`src/rtl/maxmin4_seq_sorter_if.sv`:
```
// rtl/maxmin4_seq_sorter_if.sv - operand/result handshake bundle for maxmin4_seq_sorter
//
// Purpose: groups the producer-side and consumer-side handshakes and data of the
// four-operand sequential sorter.
// Signals:
//   in_valid/in_ready  : operand set handshake (producer -> sorter)
//   A,B,C,D            : operands 0..3, WIDTH-bit unsigned
//   out_valid/out_ready: result handshake (sorter -> consumer)
//   max,midH,midL,min  : sorted result, non-increasing
//   busy               : sorter is in SORT or DONE
// Modports: master = producer/consumer side, slave = sorter side.
interface maxmin4_seq_sorter_if #(
    parameter int WIDTH = 8
);
    logic             in_valid;
    logic             in_ready;
    logic [WIDTH-1:0] A;
    logic [WIDTH-1:0] B;
    logic [WIDTH-1:0] C;
    logic [WIDTH-1:0] D;
    logic             out_valid;
    logic             out_ready;
    logic [WIDTH-1:0] max;
    logic [WIDTH-1:0] midH;
    logic [WIDTH-1:0] midL;
    logic [WIDTH-1:0] min;
    logic             busy;

    modport master (
        output in_valid, A, B, C, D, out_ready,
        input  in_ready, out_valid, max, midH, midL, min, busy
    );

    modport slave (
        input  in_valid, A, B, C, D, out_ready,
        output in_ready, out_valid, max, midH, midL, min, busy
    );
endinterface

```
`src/rtl/maxmin4_seq_sorter.sv`:
```
// rtl/maxmin4_seq_sorter.sv - four-operand sorter sharing one compare-exchange unit
//
// Purpose: loads A..D into slots s0..s3, then runs a 5-step sorting network
// (0,1) (2,3) (0,2) (1,3) (1,2) on a single compare-exchange unit, one step per
// clock, leaving s0>=s1>=s2>=s3. Result is held until the consumer accepts it.
// Ports:
//   clk   : rising-edge clock
//   rst_n : asynchronous active-low reset
//   bus   : slave side of maxmin4_seq_sorter_if (operand and result handshakes,
//           sorted outputs driven straight from the slot registers, busy)
module maxmin4_seq_sorter #(
    parameter int WIDTH = 8
) (
    input  logic                   clk,
    input  logic                   rst_n,
    maxmin4_seq_sorter_if.slave    bus
);
    typedef enum logic [1:0] {
        IDLE = 2'd0,
        SORT = 2'd1,
        DONE = 2'd2
    } state_t;

    state_t           r_state;
    state_t           w_next_state;
    logic [2:0]       r_step;
    logic [WIDTH-1:0] r_slot [4];

    logic [1:0]       w_i;
    logic [1:0]       w_j;
    logic             w_swap;
    logic             w_accept;

    assign w_accept = (r_state == IDLE) && bus.in_valid;

    // Pair selection for the current network step; the larger value moves to
    // the lower slot index.
    always_comb begin
        w_i = 2'd1;
        w_j = 2'd2;
        case (r_step)
            3'd0: begin w_i = 2'd0; w_j = 2'd1; end
            3'd1: begin w_i = 2'd2; w_j = 2'd3; end
            3'd2: begin w_i = 2'd0; w_j = 2'd2; end
            3'd3: begin w_i = 2'd1; w_j = 2'd3; end
            default: begin w_i = 2'd1; w_j = 2'd2; end
        endcase
    end

    // Strict compare: equal values are left in place.
    assign w_swap = (r_slot[w_j] > r_slot[w_i]);

    always_ff @(posedge clk or negedge rst_n) begin
        if (!rst_n) begin
            r_state <= IDLE;
        end else begin
            r_state <= w_next_state;
        end
    end

    always_comb begin
        w_next_state = r_state;
        case (r_state)
            IDLE: if (w_accept) w_next_state = SORT;
            SORT: if (r_step == 3'd4) w_next_state = DONE;
            DONE: if (bus.out_ready) w_next_state = IDLE;
            default: w_next_state = IDLE;
        endcase
    end

    // Slot and step datapath. Only the two selected slots are written in SORT;
    // slots keep the last result through DONE and IDLE until a new load.
    always_ff @(posedge clk or negedge rst_n) begin
        if (!rst_n) begin
            r_step <= 3'd0;
            for (int k = 0; k < 4; k++) begin
                r_slot[k] <= '0;
            end
        end else begin
            case (r_state)
                IDLE: begin
                    if (w_accept) begin
                        r_slot[0] <= bus.A;
                        r_slot[1] <= bus.B;
                        r_slot[2] <= bus.C;
                        r_slot[3] <= bus.D;
                        r_step    <= 3'd0;
                    end
                end
                SORT: begin
                    if (w_swap) begin
                        r_slot[w_i] <= r_slot[w_j];
                        r_slot[w_j] <= r_slot[w_i];
                    end
                    if (r_step != 3'd4) begin
                        r_step <= r_step + 3'd1;
                    end
                end
                default: begin
                end
            endcase
        end
    end

    assign bus.in_ready  = (r_state == IDLE);
    assign bus.out_valid = (r_state == DONE);
    assign bus.busy      = (r_state != IDLE);
    assign bus.max       = r_slot[0];
    assign bus.midH      = r_slot[1];
    assign bus.midL      = r_slot[2];
    assign bus.min       = r_slot[3];
endmodule

```
`src/flat_wrapper.sv`:
```
// flat-port wrapper written by rule: the top's interface ports become plain ports
module maxmin4_seq_sorter_flat 
#(
    parameter int WIDTH = 8
)
  (clk, rst_n, bus_in_valid, bus_A, bus_B, bus_C, bus_D, bus_out_ready, bus_in_ready, bus_out_valid, bus_max, bus_midH, bus_midL, bus_min, bus_busy);
  maxmin4_seq_sorter_if #(.WIDTH(WIDTH)) bus_i ();
  input  logic clk;
  input  logic rst_n;
  input wire logic [$bits(bus_i.in_valid)-1:0] bus_in_valid;
  input wire logic [$bits(bus_i.A)-1:0] bus_A;
  input wire logic [$bits(bus_i.B)-1:0] bus_B;
  input wire logic [$bits(bus_i.C)-1:0] bus_C;
  input wire logic [$bits(bus_i.D)-1:0] bus_D;
  input wire logic [$bits(bus_i.out_ready)-1:0] bus_out_ready;
  output wire logic [$bits(bus_i.in_ready)-1:0] bus_in_ready;
  output wire logic [$bits(bus_i.out_valid)-1:0] bus_out_valid;
  output wire logic [$bits(bus_i.max)-1:0] bus_max;
  output wire logic [$bits(bus_i.midH)-1:0] bus_midH;
  output wire logic [$bits(bus_i.midL)-1:0] bus_midL;
  output wire logic [$bits(bus_i.min)-1:0] bus_min;
  output wire logic [$bits(bus_i.busy)-1:0] bus_busy;
  assign bus_i.in_valid = bus_in_valid;
  assign bus_i.A = bus_A;
  assign bus_i.B = bus_B;
  assign bus_i.C = bus_C;
  assign bus_i.D = bus_D;
  assign bus_i.out_ready = bus_out_ready;
  assign bus_in_ready = bus_i.in_ready;
  assign bus_out_valid = bus_i.out_valid;
  assign bus_max = bus_i.max;
  assign bus_midH = bus_i.midH;
  assign bus_midL = bus_i.midL;
  assign bus_min = bus_i.min;
  assign bus_busy = bus_i.busy;
  maxmin4_seq_sorter #(.WIDTH(WIDTH)) u_core (.clk(clk), .rst_n(rst_n), .bus(bus_i));
endmodule
```
`config.mk`:
```
export PLATFORM = sky130hd
export DESIGN_NAME = maxmin4_seq_sorter_flat
export DESIGN_NICKNAME = d
export VERILOG_FILES = /design/src/rtl/maxmin4_seq_sorter_if.sv /design/src/rtl/maxmin4_seq_sorter.sv /design/src/flat_wrapper.sv
export SDC_FILE = /design/constraint.sdc
export NUM_CORES = 1
export LEC_CHECK = 0
export ABC_AREA = 1
export CAP_MARGIN = 10
export CORE_UTILIZATION = 43
export DETAILED_ROUTE_END_ITERATION = 6
export PLACE_DENSITY = 0.74
export SYNTH_ARGS = -nofsm -noshare
export SYNTH_HDL_FRONTEND = slang
export SYNTH_SLANG_ARGS = --single-unit
```
`constraint.sdc`:
```
create_clock -name clk -period 2.9 [get_ports clk]
set_clock_uncertainty 0.1 [all_clocks]
set_input_delay 0.29 -clock clk [delete_from_list [all_inputs] [get_ports clk]]
set_output_delay 0.29 -clock clk [all_outputs]
set_load 0.02 [all_outputs]
```
== After elaboration in Yosys (flattened, before gate mapping) ==
Index checks and enable logic that the tools add are counted.

* Bits in registers: 37
* Bits of input ports: 36
* Output and inout port bits: 35
* Word-level logic and storage cells: 62

* Add/sub/neg operators: 1
* Order comparisons: 5
* Equality and inequality tests: 12
* Multiplexer cells: 24
* Bitwise operators: 2
* Reduce and logical (&&, ||, !) cells: 12

{| class="wikitable"
|+ Operators with widths
! operator !! count
|-
| 32-bit bitwise mux || 2
|-
| 32-bit 2-to-1 mux || 2
|-
| 32-bit case mux with 2 select lines || 1
|-
| 8-bit 2-to-1 mux || 6
|-
| 8-bit binary-select mux with 2-bit select || 2
|-
| 8-bit demux with 2-bit select || 2
|-
| 3-bit AND reduction || 3
|-
| 8-bit > comparator || 1
|-
| 2-bit by 1-bit inequality test with 1-bit output, second input constant || 4
|-
| 2-bit case mux with 2 select lines || 2
|-
| 3-bit by 2-bit equality test with 1-bit output, second input constant || 2
|-
| 3-bit greater-or-equal comparator, second input constant || 2
|-
| 3-bit by 1-bit < comparator with 1-bit output, second input constant || 2
|-
| 2-bit 2-to-1 mux || 3
|-
| 3-bit 2-to-1 mux || 2
|-
| 2-bit inverter with 3-bit output || 2
|-
| 2-bit case mux with 3 select lines || 1
|-
| 3-bit case mux with 2 select lines || 1
|-
| 2-bit nonzero test || 2
|-
| 2-bit OR reduction || 2
|-
| 3-bit by 1-bit adder with 3-bit output, second input constant || 1
|-
| 3-bit by 1-bit equality test with 1-bit output, second input constant || 1
|-
| 3-bit equality test, second input constant || 1
|-
| 1-bit logical AND || 3
|-
| 6 further kinds || 6
|}

== Longest topological paths before layout ==
* Depth in word-level cells: 12
* Mapped depth: 23
* Mapped depth without buffers: 21

== Worst setup path before layout ==
No wires, ideal clock.

* Path type: register -> register
* Start point: register u_core.r_step[0]
* End point: register u_core.r_slot (netlist bit u_core.bus.max[2])
* Library setup time: 118 ps
* Data arrival time: 2578 ps
* Required time: 2682 ps
* Path slack: 104 ps
* Cell stages (with the launch flop): 18
* Path buffers: 1
* Period minus slack after synthesis: 2796 ps
* Cells stage by stage: dfrtp_1 -> inv_2 -> ha_1 -> nand2_2 -> inv_1 -> nand3_1 -> and2_2 -> ha_1 -> nand2_1 -> nor2_1 -> nand2_1 -> nand2_1 -> nand2_1 -> nand2_1 -> buf_4 -> nand2_1 -> nand2_1 -> nand2_1

* Longest elaborated chain between the ends: 12

{| class="wikitable"
|+ Ends and longest elaborated chain
! element !! RTL line !! text
|-
| from (decl) || maxmin4_seq_sorter.sv:26 || <nowiki>logic [2:0] r_step;</nowiki>
|-
| from (signal assigned) || maxmin4_seq_sorter.sv:96 || <nowiki>r_step <= r_step + 3'd1;</nowiki>
|-
| branches (longest 12 deep; another with 8-bit > comparator) || n/a ||
|-
| to (signal, indexed assignment) || maxmin4_seq_sorter.sv:92 || <nowiki>r_slot[w_i] <= r_slot[w_j];</nowiki>
|-
| to (signal, indexed assignment) || maxmin4_seq_sorter.sv:93 || <nowiki>r_slot[w_j] <= r_slot[w_i];</nowiki>
|-
| to (decl) || maxmin4_seq_sorter.sv:27 || <nowiki>logic [WIDTH-1:0] r_slot [4];</nowiki>
|}

Parallel ways; which one is timed is not known. The select of a mux whose other input is x is not followed.
A chain may end at the register's enable or synchronous reset.

== Worst setup path after layout ==
* Start point: register u_core.r_step[0]
* End point: register u_core.r_slot (netlist bit u_core.bus.midL[2])

The elaborated chain is that of the path after synthesis.

==> reports/qor.csv <==
stage,metric,value,unit
global_route,number of global-route vias before repair,3255,
clock_network,clk slew on worst S/H paths,80,ps
setup_path,CP dominant cell by count,nand2_1,
synth,syn_area_per_cell,6.44,sq um
final_layout,Post-layout nets,600,
setup_path,CP Data Arrival Time,2960,ps
setup_path,critical path start-end classification,reg -> reg,
clock_network,CTS Buf Count,5,
placed_design,PortBufs,70,
setup_path,critical path endpoint category,flip-flop,
status,outcome,"finished, violations left",
drt,drt wl/cell,16.7,microns
setup_path,CP top delay family,simple AND/OR/NAND/NOR gates,
drt,DRC Markers,1,
drt,Antenna Nets Post-Route,0,
floorplanning,die width,84.4,microns
drt,WL met3,684,microns
drt,metal2 WL,4.81,mm
clock_network,H-tree depth,2,
synth,Mapped Nets,501,
final_layout,final core occ,63.5,%
global_route,initial antenna violation count,0,
timing,Final Hold Fails,0,
placed_design,GPL Wtd Cong,0.962,
min_path,min-delay worst type,in -> async,
setup_path,Critical R2R Launch,u_core.r_step[0],
final_layout,synthesis-to-layout area growth,40.3,%
global_route,total global routing overflow,0,
clock_network,CTS root buffer,clkbuf_8,
floorplanning,IO Pins,71,
final_layout,most frequent cells in the layout,"nand2_1, nand3_1, clkdlybuf4s50_1",
floorplanning,die area,7130,sq um
drt,Via density,5.47,
final_layout,"commonest non-fill, non-tap cell in the layout",nand2_1,
synth,Synth Cell Area,2920,sq um
global_route,first-pass GRT wire length,16.5,mm
setup_path,critical path startpoint category,flip-flop,
floorplanning,Core ar.,6460,sq um
synth,"top cells by area, synth","dfrtp_1, nand2_1, nand3_1",
timing,Tmin final,2820,ps
synth,Synth area leader,dfrtp_1,
clock_network,hold buffer count at cts,0,
drt,DRT iter0 DRCs,428,
global_route,largest net degree at the start of global routing,38,
timing,Max Freq,355,MHz
final_layout,share of layout cells above drive strength 1,16.6,%
setup_path,"Buf+Inv Stages, Crit Path",4,
setup_path,CP max-delay cell,dfrtp_2,
drt,WL met1,4.82,mm
synth,Yosys warnings,0,
setup_path,Setup crit start,u_core.r_step[0],
clock_network,Bufs on Longest Clock Path,2,
timing,Final Setup Violations,0,
status,failing checks,design-rule violations,
setup_path,critical-path cell list,inv_2 > ha_4 > nand2_4 > inv_6 > nand3_1 > and2_2 > ha_1 > nand2_1 > a21oi_1 > nor2_1 > nand2_1 > nand2_2 > buf_6 > a21oi_4 > buf_6 > nand2_1 > nand2_1,
timing,Final Max Slew Viols,0,
drt,DR pass1 iterations,7,
global_route,global-route usage over all layers,30.1,%
setup_path,largest stage delay on the critical path,460,ps
floorplanning,row count,29,
drt,DR vias,3451,
drt,DRT Wirelength,10.5,mm
placed_design,Detail Placement HPWL,7.79,mm
clock_network,TritonCTS clock tree,yes,
synth,post-synthesis instance total,454,
final_layout,number of diodes,0,
clock_network,CTS sink count,37,
floorplanning,Initial Utilization,45.2,%
synth,post-synthesis sequential area ratio,31.7,%
timing,Slew HR,42.6,%
setup_path,critical path peak fanout,8,
synth,Netlist cell types,30,
floorplanning,die height,84.4,microns
synth,share of the synthesized area in the top cell type,31.7,%
setup_path,CP required,3040,ps
timing,slew of the pin with the lowest slew margin,861,ps
timing,fin crit share,97.2,%
clock_network,clk_lat worst skew,300,ps
synth,Synth Register Bits,37,
drt,max layer used,met4,
run,Max Cap Viol,0,
## path summary, 6_finish.rpt
kind	slack (ps)	end	depth (start not counted)
worst max register to register	80	u_core.bus.midL[2]	17
worst min-delay path	3	u_core.r_step[2]	1
min in group clk	410	u_core.bus.max[0]	2
worst max-delay path	80	u_core.bus.midL[2]	17
worst min register to register	410	u_core.bus.max[0]	2
max in group asynchronous	2110	u_core.r_step[0]	1
## through the flow
| step | std cells | setup slack, ps | instance area (sq um) | setup TNS (ps) | hold slack [ps] |
|---|---|---|---|---|---|
| floorplan | 454 | 104 | 2920 | 0 | -106 |
| global placement | 616 | -32.4 | 3830 | -160 | 345 |
| detailed placement | 616 | -108 | 3830 | -2200 | 342 |
| CTS | 624 | -26.8 | 3920 | -184 | 24.7 |
| global route | 631 | -119 | 4100 | -1450 | 72.9 |
| finish | 631 | 81.0 | 4100 | 0 | 3.26 |
## worst register-to-register path: stages (launching register included)
cell and delay (ps):
dfrtp_2 460, inv_2 100, ha_4 170, nand2_4 120, inv_6 110, nand3_1 110, and2_2 230, ha_1 280
nand2_1 90, a21oi_1 200, nor2_1 60, nand2_1 80, nand2_2 80, buf_6 140, a21oi_4 170, buf_6 150
nand2_1 50, nand2_1 60
## cells in the mapped netlist, drive strengths merged
cell type  instances
nor2              12
o31ai              1
clkbuf             4
o21ai             13
xor2               1
nor3               2
buf                7
a21o               1
and2               5
dfrtp             37
nand3b             4
inv               29
nand2            233
clkinv             1
a21oi              7
nand4              7
ha                11
or2                6
nand3             73
## cells by family after synthesis
family,Yosys count,synth area share (%)
simple gates,342,52.5
fa+ha+maj,11,4.71
buf+inv,41,6.59
xor+xnor,1,0.300
compound gates,22,4.20
flops,37,31.7
## sequential cells by signal (all words and copies together) (netlist names)
signal / cells
u_core.bus.max: 8
u_core.bus.midH: 8
u_core.bus.midL: 8
u_core.bus.min: 8
u_core.r_state: 2
u_core.r_step: 3
## per-layer routing
| layer | up-vias | global-route usage (%) |
|---|---|---|
| li1 | 1654 | - |
| met1 | 1621 | 42.6 |
| met2 | 156 | 48.2 |
| met3 | 20 | 4.42 |
| met4 | 0 | 8.32 |
| met5 | - | 0 |
## final cells by class
| type | instances | area, sq um |
|---|---|---|
| clock buffer | 6 | 72.6 |
| clock inverter | 2 | 10.0 |
| fill | 618 | 2360 |
| inverter | 30 | 118 |
| multi-input combinational | 376 | 1910 |
| sequential | 37 | 927 |
| tap | 77 | 96.3 |
| timing repair buffer | 103 | 966 |
## repair_timing
action	4_1_cts	5_1_grt
endpoints found under the setup margin	32	32
buffers inserted	0	7
resized for setup	3	33
pin swaps	0	5
Power is not shown: default switching activity piles up to over one toggle a cycle in this logic, so the estimate is an artifact.
